`config.mk`:
```
export PLATFORM = sky130hd
export DESIGN_NAME = range_prep_unit
export DESIGN_NICKNAME = d
export VERILOG_FILES = /design/src/rtl/range_prep_unit.sv
export SDC_FILE = /design/constraint.sdc
export NUM_CORES = 1
export LEC_CHECK = 0
export CELL_PAD_IN_SITES_DETAIL_PLACEMENT = 1
export CELL_PAD_IN_SITES_GLOBAL_PLACEMENT = 2
export CORE_ASPECT_RATIO = 0.9
export CORE_MARGIN = 4
export CORE_UTILIZATION = 31
export CTS_CLUSTER_SIZE = 28
export DETAILED_ROUTE_END_ITERATION = 8
export GPL_ROUTABILITY_DRIVEN = 0
export GPL_TIMING_DRIVEN = 0
export PLACE_DENSITY_LB_ADDON = 0.12
export SYNTH_ARGS = -nofsm -noshare
export SYNTH_HDL_FRONTEND = slang
export SYNTH_SLANG_ARGS = --single-unit
```
`constraint.sdc`:
```
create_clock -name clk -period 2.4 [get_ports clk]
set_clock_uncertainty 0.1 [all_clocks]
set_input_delay 0.24 -clock clk [delete_from_list [all_inputs] [get_ports clk]]
set_output_delay 0.24 -clock clk [all_outputs]
set_load 0.02 [all_outputs]
```
`src/rtl/range_prep_unit.sv`:
```
`default_nettype none
// ============================================================================
// Module   : range_prep_unit
// Brief    : Width-generic argument preparation ahead of the CORDIC/sqrt cores:
//            trig quadrant folding, sqrt mantissa/half-exponent split, pass-through.
// Revision : 1.0 - initial release
// ============================================================================
module range_prep_unit #(
    parameter int EXP_W = 11,
    parameter int MAN_W = 52
) (
    input  logic                   clk,
    input  logic                   rst_n,
    input  logic                   in_valid,
    output logic                   in_ready,
    input  logic [2:0]             mode,
    input  logic [EXP_W+MAN_W:0]   operand,
    output logic                   out_valid,
    input  logic                   out_ready,
    output logic [EXP_W+MAN_W:0]   result,
    output logic [EXP_W-1:0]       exponent,
    output logic [2:0]             quadrant,
    output logic [3:0]             flags
);

    localparam int W = 1 + EXP_W + MAN_W;

    localparam logic [EXP_W-1:0] c_bias     = {1'b0, {(EXP_W-1){1'b1}}};
    localparam logic [EXP_W-1:0] c_bias_m1  = {1'b0, {(EXP_W-2){1'b1}}, 1'b0};
    localparam logic [2:0]       c_mode_sin  = 3'd4;
    localparam logic [2:0]       c_mode_cos  = 3'd5;
    localparam logic [2:0]       c_mode_sqrt = 3'd6;

    typedef enum logic [1:0] {
        S_IDLE = 2'd0,
        S_CALC = 2'd1,
        S_HOLD = 2'd2
    } state_t;

    state_t           r_state;
    logic [2:0]       r_mode;
    logic [W-1:0]     r_operand;
    logic             r_out_valid;
    logic [W-1:0]     r_result;
    logic [EXP_W-1:0] r_exponent;
    logic [2:0]       r_quadrant;
    logic [3:0]       r_flags;

    logic             w_sign;
    logic [EXP_W-1:0] w_exp;
    logic             w_exp_zero;
    logic             w_exp_ones;
    logic             w_special;
    logic             w_is_trig;
    logic             w_is_sqrt;
    logic [EXP_W:0]   w_e_p1;
    logic             w_e_odd;
    logic [EXP_W-1:0] w_half_exp;
    logic [W-1:0]     w_result;
    logic [3:0]       w_flags;

    assign w_sign     = r_operand[W-1];
    assign w_exp      = r_operand[W-2 -: EXP_W];
    assign w_exp_zero = (w_exp == '0);
    assign w_exp_ones = (w_exp == '1);
    assign w_special  = w_exp_zero | w_exp_ones;
    assign w_is_trig  = (r_mode == c_mode_sin) || (r_mode == c_mode_cos);
    assign w_is_sqrt  = (r_mode == c_mode_sqrt);

    // w_e_p1 = e+1 in two's complement. floor((e+1)/2) is e/2 for even e and
    // (e+1)/2 for odd e, so the half-exponent is just its upper bits.
    assign w_e_p1     = {1'b0, w_exp} - {1'b0, c_bias_m1};
    assign w_e_odd    = ~w_e_p1[0];
    assign w_half_exp = w_e_p1[EXP_W:1];

    assign w_flags    = {~r_mode[2], w_exp_ones, w_sign, w_exp_zero};

    always_comb begin
        w_result = r_operand;
        if (w_is_trig) begin
            w_result[W-1] = 1'b0;
        end else if (w_is_sqrt && !w_special) begin
            w_result[W-2 -: EXP_W] = w_e_odd ? c_bias_m1 : c_bias;
        end
    end

    always_ff @(posedge clk or negedge rst_n) begin
        if (!rst_n) begin
            r_state     <= S_IDLE;
            r_mode      <= '0;
            r_operand   <= '0;
            r_out_valid <= 1'b0;
            r_result    <= '0;
            r_exponent  <= '0;
            r_quadrant  <= '0;
            r_flags     <= '0;
        end else begin
            case (r_state)
                S_IDLE: begin
                    if (in_valid) begin
                        r_mode    <= mode;
                        r_operand <= operand;
                        r_state   <= S_CALC;
                    end
                end
                S_CALC: begin
                    r_result    <= w_result;
                    r_flags     <= w_flags;
                    r_out_valid <= 1'b1;
                    if (w_is_trig) begin
                        r_quadrant <= w_sign ? 3'd4 : 3'd1;
                    end
                    if (w_is_sqrt) begin
                        r_exponent <= w_special ? '0 : w_half_exp;
                    end
                    r_state <= S_HOLD;
                end
                S_HOLD: begin
                    if (out_ready) begin
                        r_out_valid <= 1'b0;
                        r_state     <= S_IDLE;
                    end
                end
                default: begin
                    r_out_valid <= 1'b0;
                    r_state     <= S_IDLE;
                end
            endcase
        end
    end

    // Combinational with rst_n so the block never advertises readiness in reset.
    assign in_ready  = rst_n && (r_state == S_IDLE);
    assign out_valid = r_out_valid;
    assign result    = r_result;
    assign exponent  = r_exponent;
    assign quadrant  = r_quadrant;
    assign flags     = r_flags;

endmodule
`default_nettype wire

```
==> reports/metrics.csv <==
stage,metric,value,unit
clock_network,cts_made_buffers,17,
logic_synthesis,yosys_warnings,0,
cells_and_area,syn_to_final_growth,44.6,%
logic_synthesis,avgSynthCellArea,11.5,sq um
worst_setup_path,reg2reg_slack,300,ps
timing,tightest_slew,669,ps
die,ios,155,
logic_synthesis,yosys-top-cells-area,"dfrtp_1, nand2_1, mux2_2",
logic_synthesis,synth.mux.area_fraction,12.9,%
grt,overflow,0,
worst_setup_path,critPathKind,in2out,
power_and_ir_drop,p_per_area,1440,nW/um^2
logic_synthesis,async_reset_ff_share,100,%
logic_synthesis,synth.distinct_cells,30,
logic_synthesis,synth_edf_count,0,
die,die-height,139,um
cells_and_area,fin_util,46.1,%
grt,grt_max_degree,60,
timing,period_needed,2240,ps
cells_and_area,finalInstanceArea,8560,sq um
grt,grt_pass1_vias,4864,
die,coreArea,18600,sq um
placed_design,io_buffer_count,153,
clock_network,clk_pin_slew,60,ps
clock_network,cts_setup_buffers,0,
timing,slew_violations,0,
cells_and_area,multi_input_area,2000,sq um
run,maxCapViolations,0,
logic_synthesis,synthTopCellsByCount,"nand2_1, dfrtp_1, mux2_2, clkbuf_1, o21ai_0",
grt,grtUsageTotal,16.0,%
drt,via_per_inst,4.48,
logic_synthesis,seq_area_frac_synth,63.8,%
clock_network,cts_sinks,151,
worst_setup_path,r2r_end,result[31],
drt,drc,0,
timing,hold_violations,0,
placed_design,place_area,7790,sq um
drt,via_count,4283,
power_and_ir_drop,worst_ir_drop_vdd,0.537,mV
grt,antenna_found_initial,0,
logic_synthesis,synthFlopType,dfrtp_1,
timing,period_share,93.5,%
status,status,finished clean,
timing,setup_slack,155,ps
die,die_area,21400,sq um
timing,setup_violations,0,
logic_synthesis,synthXorXnorAreaFrac,1.18,%
timing,rsz0062_at_grt,false,
cells_and_area,drive_above_1_share,18.8,%
drt,drt_iter0_markers,113,
power_and_ir_drop,p_leak,3.88,nW
logic_synthesis,yosys.area.top_type,dfrtp_1,
min_path,min_path_type,in2reg,
die,rows,47,
clock_network,htree_levels,4,
drt,dr.pass1.iters,4,
clock_network,clk_latency,420,ps
die,start_util,31.9,%
logic_synthesis,synth_top_family_by_area,simple AND/OR/NAND/NOR gates,
logic_synthesis,synth_compound_area_share,1.90,%
drt,routedWlPerCell,17.1,um
worst_setup_path,crit_start,rst_n,
logic_synthesis,synthesis.nets,589,
cells_and_area,nets,768,
timing,setup-tns-final,0,ps
placed_design,dp_hpwl,11300,um
logic_synthesis,syn_inst,517,
logic_synthesis,synth-seq-cells,151,
cells_and_area,regArea,3780,sq um
placed_design,dp_slack,-118,ps
drt,antenna_left,0,
logic_synthesis,synthAdderAreaFrac,0.211,%
grt,grt_first_pass_wirelength,26900,um
logic_synthesis,synth_most_common_cell,nand2_1,
worst_setup_path,worstPathRequired,2060,ps
logic_synthesis,syn_area,5920,sq um
clock_network,root_buffer,clkbuf_16,
timing,maxSlewHeadroom,55.4,%
clock_network,clock_path_buffers,2,
worst_setup_path,endpoint,in_ready,
worst_setup_path,critical_path.max_fanout,3,
timing,timing.fmax,446,MHz
worst_setup_path,reg2reg_depth,5,
worst_setup_path,cp-start-kind,primary input,
logic_synthesis,synth.top_cell.area_share,63.8,%
cells_and_area,nFillCells,2003,
die,die_x,154,um
clock_network,tritoncts,built,
worst_setup_path,worstPathArrival,1900,ps
worst_setup_path,endpoint_kind,output port,
worst_setup_path,r2r-start,r_state[0],
drt,wl,16400,um
logic_synthesis,synth-simple-area-share,17.4,%
## logic make-up (layout without fill, tap and decap cells)
| family | after synthesis | after routing |
|---|---|---|
| xor+xnor | 8 | 8 |
| fa+ha+maj | 1 | 1 |
| compound gates | 19 | 19 |
| simple gates | 240 | 240 |
| flops | 151 | 151 |
| other cells | 1 | 2 |
| buf+inv | 29 | 221 |
| mux | 68 | 68 |
## how the worst min path moves through the flow
stage	from	end	slack, ps	cells past startpoint
floorplan	rst_n	exponent[0]	-160	0
global placement	r_operand[6]	result[6]	340	2
detailed placement	rst_n	r_operand[57]	160	1
CTS	operand[47]	r_operand[47]	300	2
global route	operand[47]	r_operand[47]	310	2
finish	operand[47]	r_operand[47]	330	2
## report_power, final
group / switching, W / internal (W) / total [W]
combinational: 0.00248 / 0.00234 / 0.00482
sequential: 0.000795 / 0.00379 / 0.00459
clock: 0.00111 / 0.00178 / 0.00289
## layer usage
metal | part of all wire [%] | global-route usage [%] | wire length (um)
met1 | 44 | 21.2 | 7250
met3 | 6.5 | 5.15 | 1060
met5 | 0 | 0 | 0
met2 | 48 | 25.3 | 7900
met4 | 0.98 | 4.74 | 161
## critical path: stages
cell	delay (ps)
dlygate4sd3_1	540
buf_6	150
buf_16	130
nor3b_1	170
clkdlybuf4s50_1	670
## final cells by class
class	instances	area share, %
Antenna cell	1	0.0292
Buffer	28	1.67
Clock buffer	18	5.13
Clock inverter	14	2.31
Inverter	1	0.0438
Multi-Input combinational cell	337	23.3
Sequential cell	151	44.1
Tap cell	245	3.58
Timing Repair Buffer	160	19.8
## cell usage in the layout (no fill, tap or decap), types with 4 or more instances in the layout
master           count
nand2_1            204
nand3_2              9
nor2_1               6
dfrtp_1            151
buf_16               4
buf_2                8
clkbuf_16           17
o21ai_0             14
bufinv_16            4
xnor2_1              5
mux2_2              68
nand3_1              6
clkbuf_1            16
clkdlybuf4s50_1    152
## metrics by stage
stage	hold slack (ps)	std cells	total power (W)
finish	328	955	0.0123
global route	313	954	0.0132
CTS	302	954	0.0125
detailed placement	157	916	0.00953
global placement	341	915	0.00935
floorplan	-156	517	0.00724
## sequential cells by signal (all words and copies together) (netlist names)
register and count:
flags 4, out_valid 1, r_state 2, exponent 11, quadrant 2, r_mode 3, r_operand 64, result 64
## what timing repair did
| item | in CTS | in global routing |
|---|---|---|
| setup endpoints to repair | 1 | 0 |
| gates resized for setup | 0 | 0 |
| hold buffers | 5 | 0 |
| hold endpoints to repair | 59 | 0 |
(Power assumes the default switching activity.)
